--- config.mk ---
export PLATFORM = sky130hd
export DESIGN_NAME = uart_mem_if
export DESIGN_NICKNAME = d
export VERILOG_FILES = /design/src/rtl/uart_mem_if.sv
export SDC_FILE = /design/constraint.sdc
export NUM_CORES = 1
export LEC_CHECK = 0
export CORE_MARGIN = 5
export CORE_UTILIZATION = 52
export CTS_CLUSTER_DIAMETER = 30
export DETAILED_ROUTE_END_ITERATION = 10
export DONT_BUFFER_PORTS = 1
export GPL_TIMING_DRIVEN = 0
export PLACE_DENSITY = 0.67
export SLEW_MARGIN = 20
export SYNTH_ARGS = -nofsm -noshare
export SYNTH_HDL_FRONTEND = slang
export SYNTH_SLANG_ARGS = --single-unit
export TNS_END_PERCENT = 100
--- constraint.sdc ---
create_clock -name clock100 -period 3.2 [get_ports clock100]
set_input_delay 0 -clock clock100 [delete_from_list [all_inputs] [get_ports clock100]]
set_output_delay 0 -clock clock100 [all_outputs]
set_load 0.05 [all_outputs]
--- src/rtl/uart_mem_if.sv ---
// UART-to-text-RAM bridge: turns received bytes into character writes on an
// 80x30 text buffer, tracking a cursor and handling CR, LF, BS and FF (clear).
module uart_mem_if (
   input  logic        clock100,
   input  logic        reset,
   input  logic [7:0]  data_in,
   input  logic        data_ready,
   output logic [7:0]  data_out,
   output logic [11:0] wraddress,
   output logic        wren
);

   localparam logic [6:0]  LAST_COL  = 7'd79;
   localparam logic [4:0]  LAST_ROW  = 5'd29;
   localparam logic [11:0] LAST_ADDR = 12'd2399;
   localparam logic [11:0] ROW_STEP  = 12'd80;

   localparam logic [7:0]  CH_BS     = 8'h08;
   localparam logic [7:0]  CH_LF     = 8'h0A;
   localparam logic [7:0]  CH_FF     = 8'h0C;
   localparam logic [7:0]  CH_CR     = 8'h0D;
   localparam logic [7:0]  CH_SPACE  = 8'h20;
   localparam logic [7:0]  CH_TILDE  = 8'h7E;

   typedef enum logic {
      ST_IDLE,
      ST_CLEAR
   } state_t;

   state_t      state_q, state_d;
   logic        ready_q, ready_d;
   logic [6:0]  col_q,   col_d;
   logic [4:0]  row_q,   row_d;
   logic [11:0] addr_q,  addr_d;
   logic [11:0] clr_q,   clr_d;
   logic        wren_q,  wren_d;
   logic [7:0]  data_q,  data_d;
   logic [11:0] waddr_q, waddr_d;

   logic        accept;
   logic        printable;

   always_comb begin
      // NOTE: every signal assigned here gets a default first, so no path can
      // leave it unassigned and infer a latch.
      state_d   = state_q;
      ready_d   = data_ready;
      col_d     = col_q;
      row_d     = row_q;
      addr_d    = addr_q;
      clr_d     = clr_q;
      wren_d    = 1'b0;
      data_d    = data_q;
      waddr_d   = waddr_q;

      accept    = data_ready && !ready_q;
      printable = (data_in >= CH_SPACE) && (data_in <= CH_TILDE);

      case (state_q)
         ST_IDLE: begin
            if (accept && printable) begin
               wren_d  = 1'b1;
               data_d  = data_in;
               waddr_d = addr_q;
               if (col_q == LAST_COL) begin
                  col_d = 7'd0;
                  row_d = (row_q == LAST_ROW) ? 5'd0 : row_q + 5'd1;
               end else begin
                  col_d = col_q + 7'd1;
               end
               addr_d = (addr_q == LAST_ADDR) ? 12'd0 : addr_q + 12'd1;
            end else if (accept) begin
               case (data_in)
                  CH_CR: begin
                     col_d  = 7'd0;
                     addr_d = addr_q - {5'd0, col_q};
                  end
                  CH_LF: begin
                     col_d = 7'd0;
                     if (row_q == LAST_ROW) begin
                        row_d  = 5'd0;
                        addr_d = 12'd0;
                     end else begin
                        row_d  = row_q + 5'd1;
                        addr_d = addr_q - {5'd0, col_q} + ROW_STEP;
                     end
                  end
                  CH_BS: begin
                     // Backspace at the home cell blanks it in place.
                     wren_d = 1'b1;
                     data_d = CH_SPACE;
                     if (addr_q != 12'd0) begin
                        if (col_q == 7'd0) begin
                           col_d = LAST_COL;
                           row_d = row_q - 5'd1;
                        end else begin
                           col_d = col_q - 7'd1;
                        end
                        addr_d  = addr_q - 12'd1;
                        waddr_d = addr_q - 12'd1;
                     end else begin
                        waddr_d = 12'd0;
                     end
                  end
                  CH_FF: begin
                     state_d = ST_CLEAR;
                     wren_d  = 1'b1;
                     data_d  = CH_SPACE;
                     waddr_d = 12'd0;
                     clr_d   = 12'd1;
                     col_d   = 7'd0;
                     row_d   = 5'd0;
                     addr_d  = 12'd0;
                  end
                  default: begin
                  end
               endcase
            end
         end

         ST_CLEAR: begin
            // Accepted edges are consumed by ready_q tracking, so they are dropped.
            wren_d  = 1'b1;
            data_d  = CH_SPACE;
            waddr_d = clr_q;
            if (clr_q == LAST_ADDR) begin
               state_d = ST_IDLE;
               clr_d   = 12'd0;
            end else begin
               clr_d   = clr_q + 12'd1;
            end
         end

         default: begin
            state_d = ST_IDLE;
         end
      endcase
   end

   always_ff @(posedge clock100) begin
      // NOTE: state registers use non-blocking assignments so every flop
      // samples pre-edge values regardless of statement order.
      if (reset) begin
         state_q <= ST_IDLE;
         ready_q <= 1'b0;
         col_q   <= 7'd0;
         row_q   <= 5'd0;
         addr_q  <= 12'd0;
         clr_q   <= 12'd0;
         wren_q  <= 1'b0;
         data_q  <= 8'h00;
         waddr_q <= 12'd0;
      end else begin
         state_q <= state_d;
         ready_q <= ready_d;
         col_q   <= col_d;
         row_q   <= row_d;
         addr_q  <= addr_d;
         clr_q   <= clr_d;
         wren_q  <= wren_d;
         data_q  <= data_d;
         waddr_q <= waddr_d;
      end
   end

   assign wren      = wren_q;
   assign data_out  = data_q;
   assign wraddress = waddr_q;

endmodule

# After elaboration in Yosys (flattened, before gate mapping)
# Cells that the tools add are included.
dict set report totals {
  register_bits 59
  out_inout_bits 21
}
dict set report classes {
  n_addsub 9
  magnitude_cmp 2
  eq_ne 17
  mux 42
  bitwise_logic 1
  n_reduce_logical 18
}
# op count
set ops {}
lappend ops {{two-way mux 12 bit} 12}
lappend ops {{case mux 12 bit (2 select lines)} 3}
lappend ops {{case mux 12 bit (4 select lines)} 1}
lappend ops {{two-way mux 7 bit} 5}
lappend ops {{== test 8 x 4 -> 1 bit, second input constant} 4}
lappend ops {{two-way mux 5 bit} 6}
lappend ops {{adder 12 x 1 -> 12 bit, second input constant} 2}
lappend ops {{== test 12 bit, second input constant} 2}
lappend ops {{two-way mux 8 bit} 3}
lappend ops {{case mux 8 bit (2 select lines)} 1}
lappend ops {{case mux 5 bit (3 select lines)} 1}
lappend ops {{case mux 7 bit (2 select lines)} 1}
lappend ops {{adder 12 x 7 -> 12 bit, second input constant} 1}
lappend ops {{!= test 3 bit, second input constant} 4}
lappend ops {{nonzero test 12 bit} 1}
lappend ops {{subtractor 12 x 1 -> 12 bit, second input constant} 1}
lappend ops {{subtractor 12 x 7 -> 12 bit} 1}
lappend ops {{greater-or-equal comparator 8 x 6 -> 1 bit, second input constant} 1}
lappend ops {{less-or-equal comparator 8 x 7 -> 1 bit, second input constant} 1}
lappend ops {{AND reduction 4 bit} 2}
lappend ops {{adder 7 x 1 -> 7 bit, second input constant} 1}
lappend ops {{== test 7 bit, second input constant} 1}
lappend ops {{logical NOT 7 bit} 1}
lappend ops {{two-way mux 1 bit} 7}
lappend ops {{other kinds (20)} 26}

# Logic depth before layout (Yosys ltp)
dict set report logic_depth {
  word_depth 6
  mapped_depth 13
  depth_no_buf 13
}

# Least setup slack after synthesis
# No wires, ideal clock.
dict set report synth_path {
  kind {register to register}
  start {register addr_q[0]}
  end {register addr_q[11]}
  setup_ns 0.058
  arrival_ns 2.817
  required_ns 3.142
  path_slack_ns 0.325
  stages_incl_launch_ff 13
  path_buffers 0
  period_less_slack_ns 2.875
  cell_sequence {dfxtp_1 > inv_1 > ha_1 > inv_1 > fa_1 > a211o_1 > and2_1 > o41ai_1 > a211oi_2 > or2_0 > o41a_1 > nor3_1 > o21a_1}
}
dict set report synth_between {
  elab_chain_len 6
}
# item line_no
set synth_lines {}
lappend synth_lines {{start: declaration} 34} ;# logic [11:0] addr_q, addr_d;
lappend synth_lines {{start signal: assignment} 158} ;# addr_q <= addr_d;
lappend synth_lines {{subtractor 12 x 7 -> 12 bit} {76, 85}}
lappend synth_lines {{adder 12 x 7 -> 12 bit} 85} ;# addr_d = addr_q - {5'd0, col_q} + ROW_STEP;
lappend synth_lines {{two-way mux 12 bit} 80} ;# if (row_q == LAST_ROW) begin
lappend synth_lines {{case mux 12 bit (4 select lines)} 73} ;# case (data_in)
lappend synth_lines {{two-way mux 12 bit} 72} ;# end else if (accept) begin
lappend synth_lines {{two-way mux 12 bit} 61} ;# if (accept && printable) begin
# Several ways; a longest one is shown, not always the timed one. The select of a mux whose other input is x is not followed.
# A chain may end at the register's enable or synchronous reset.

# Worst setup path after layout
# Same ends and word-level chain as after synthesis.

==> out/metrics.cfg <==
[status]
status=finished, final reports clean

[sta]
setup_viol=0
layout_min_cycle_time_ps=3065
fin_skew_ps=7.224
finalWorstSetupSlack_ps=134.8
finalHoldViolCount=0
min_period_over_period_pct=95.79
relSlewSlack_pct=31.76
drv_slew=0
worstMarginPinSlew_ps=1013
fmaxAchievable_mhz=326.2

[cells_and_area]
final_area_um2=5127
fill_cells=857
layout.nets=671
layout-drive-gt1-share_pct=10.05
multi_input_area_um2=3243
stdcell_count=755
antenna_cells=0
register_area_um2=1182
area_growth_pct=10.46

[pwr]
switching_power_w=0.0007252
clkPwrFrac_pct=35.6
p_sw_share_pct=35.46
leakage_nw=1.874
p_per_area_nw_per_um2=398.9
intPower_w=0.001320
power_frac_seq_pct=39.1
ir_drop_uv=273.0
p_comb_share_pct=25.3

[min_path]
hp-class=in2reg
min_to=data_out[1]$_SDFFE_PP0P_
hp-start=data_in[1]
hold_depth=3

[setup_path]
cpPeakStageDelay_ps=440
cp.buffers_inverters=2
cpLargestDelayFamily=compound AO/OA/AOI/OAI gates
reg2reg_depth=12
r2r-end=addr_q[11]$_SDFFE_PP0P_
crit_arrival_ps=3370
path_class=reg2reg
crit_path_max_fanout=7
start_kind=register
crit_chain=inv_2 -> ha_1 -> inv_1 -> fa_1 -> a211o_4 -> and2_1 -> o41ai_4 -> a211oi_4 -> or2_0 -> o41a_1 -> nor3_1 -> o21a_1
crit_slowest_cell=fa_1
critical_path_required_ps=3500
r2r_slack_ps=130
cp-end-kind=register
timing.rr.start=addr_q[0]$_SDFFE_PP0P_
cp_num_cells=12

[synthesis]
ys_ff_latch=59
synth_nets=652
ys_seq_area_share_pct=25.44
postSynthCellCount=623
synth-edff-count=0
yosysWarnings=0
synth_area_per_cell_um2=7.451
ys.flop_type=dfxtp_1
synth.cell_area_um2=4642
async_flop_share_pct=0
synth.distinct_cells=76

[floorplanning]
row_count=34
ios=32
coreArea_um2=8721
die_x_um=104.5
start_util_pct=53.23
die_height_um=104.5
die-area_um2=10920

[global_routing]
grt_max_degree=13
grt_usage_pct=25.82
grt_pass1_vias=4642
antenna_found_initial=0
grt_first_pass_wirelength_mm=23.28
gr-total-overflow=0

[cts]
cts_tree=yes
numCtsBuffers=9
cts_sinks=59
clkSlewWorstSetupHoldPaths_ps=80
clock_path_buffers=2
cts.htree.levels=3
cts-root-buf=clkbuf_8
clock_latency_ps=350

[placed_design]
gp_congestion=0.9090
portBuffers=0
dpl_worst_slack_ps=-75.16
placed_area_um2=4777
dp_hpwl_mm=10.52
dp_cells=731

[route]
drt-initial-drc-count=506
drt_first_pass_iters=5
vias=4892
avgViaCountPerCell=6.479
post-route-drc-count=0
ant_nets=0
route.detailed.wl_per_inst_um=19.22
routed_wl_mm=14.51

[job]
drv_cap=0

==> registers in the layout (all words and copies together) (netlist names) <==
register	count
clr_q	12
addr_q	12
data_out	8
state_q	1
wraddress	12
ready_q	1
row_q	5
col_q	7
wren	1
==> area by class of cell <==
cell class              instances  area share [%]
plain buffers                  46           4.100
flip-flops and latches         59           23.06
well taps                     108           2.635
multi-input cells             497           63.25
inverters                      21           1.537
clock buffers                   9           2.416
clock inverters                 7           1.489
repair buffers                  8           1.513
==> cells by family (layout without fill, tap and decap cells) <==
family | after synthesis | count (layout) | synth area share [%]
xor+xnor | 19 | 19 | 3.585
buf+inv | 67 | 91 | 6.226
mux | 3 | 3 | 0.6469
flops | 59 | 59 | 25.44
fa+ha+maj | 18 | 18 | 5.013
compound gates | 202 | 202 | 29.81
simple gates | 255 | 255 | 29.27
==> cell usage after synthesis, types with 4 or more instances <==
master | n | area [um^2]
o21ai_0 | 34 | 170.2
a2bb2oi_1 | 4 | 35.03
and2_1 | 7 | 43.79
and3_1 | 11 | 68.82
buf_2 | 12 | 60.06
nand2_1 | 50 | 187.7
a31oi_1 | 5 | 31.28
a211o_1 | 4 | 35.03
dfxtp_1 | 59 | 1181
a21oi_1 | 57 | 285.3
o21a_1 | 6 | 45.04
clkbuf_1 | 31 | 116.4
a31o_2 | 6 | 52.55
xnor2_1 | 13 | 113.9
a22oi_1 | 15 | 112.6
ha_1 | 17 | 212.7
nand4_1 | 8 | 50.05
o22ai_1 | 6 | 37.54
inv_1 | 21 | 78.83
nand2b_1 | 7 | 43.79
xor2_1 | 6 | 52.55
nor4b_1 | 5 | 43.79
a211oi_1 | 7 | 52.55
o211ai_1 | 4 | 30.03
nor2b_1 | 15 | 93.84
nor2_1 | 75 | 281.5
nand3_1 | 22 | 110.1
nor3b_1 | 8 | 60.06
a221oi_1 | 12 | 105.1
nor3_1 | 24 | 120.1
==> worst max path at each step <==
stage                                 startpoint                       to
after floorplan           addr_q[0]$_SDFFE_PP0P_  addr_q[11]$_SDFFE_PP0P_
after global placement    addr_q[0]$_SDFFE_PP0P_   addr_q[7]$_SDFFE_PP0P_
after detailed placement  addr_q[0]$_SDFFE_PP0P_   addr_q[7]$_SDFFE_PP0P_
after CTS                 addr_q[0]$_SDFFE_PP0P_  addr_q[11]$_SDFFE_PP0P_
after global routing      addr_q[1]$_SDFFE_PP0P_  addr_q[10]$_SDFFE_PP0P_
final                     addr_q[0]$_SDFFE_PP0P_  addr_q[11]$_SDFFE_PP0P_
==> through the flow <==
stage | hold slack, ps | TNS [ps] | util, % | total power (W)
2_1_floorplan | 128.2 | 0 | - | 0.001186
5_1_grt | 68.06 | -34.81 | 58.79 | 0.002129
3_5_place_dp | 136.1 | -129.1 | 54.78 | 0.001290
4_1_cts | 26.11 | 0 | 58.01 | 0.002014
3_3_place_gp | 129.4 | 0 | 54.78 | 0.001280
6_report | 36.46 | 0 | 58.79 | 0.002046
==> cells in the final DEF (no fill, tap or decap), types with 4 or more instances in the layout <==
master,count
a221oi_1,12
nand2b_1,7
nor3_1,24
clkbuf_8,9
a211oi_1,7
o211ai_1,4
o21ai_0,34
nor2b_1,15
and3_1,11
a31o_2,6
dfxtp_1,58
o22ai_1,6
dlygate4sd3_1,7
xor2_1,6
xnor2_1,13
a21oi_1,55
nor3b_1,8
nor4b_1,4
nand3_1,22
nand4_1,8
clkbuf_1,31
ha_1,17
a31oi_1,4
and2_1,7
a2bb2oi_1,4
o21a_1,6
nor2_1,74
inv_1,20
a22oi_1,15
buf_2,12
nand2_1,50
==> power by group through the flow <==
stage / sequential, W / clock (W) / combinational, W
2_1_floorplan: 0.000813 / 0 / 0.000373
3_3_place_gp: 0.000817 / 0 / 0.000463
3_5_place_dp: 0.000818 / 0 / 0.000472
4_1_cts: 0.000801 / 0.000728 / 0.000485
5_1_grt: 0.000803 / 0.000760 / 0.000565
6_report: 0.000801 / 0.000728 / 0.000517
==> what timing repair did <==
| action | in CTS | in global routing |
|---|---|---|
| endpoints found under the setup margin | 3 | 3 |
| pin swaps | 1 | 1 |
| resized for setup | 2 | 11 |
| setup buffers | 1 | 0 |
| hold endpoints to repair | 6 | 0 |
| hold buffers | 7 | 0 |
==> layer usage <==
| layer | GRT usage [%] | wire length (um) |
|---|---|---|
| met5 | 0 | 0 |
| met2 | 42.13 | 6794 |
| met3 | 4.904 | 881 |
| met1 | 34.04 | 6475 |
| met4 | 8.696 | 361 |
==> tightest hold or removal path: stages <==
cell     delay [ps]
buf_2           170
a22oi_1          90
nor2_1           90
No activity file was read; power rests on OpenSTA's default activity.
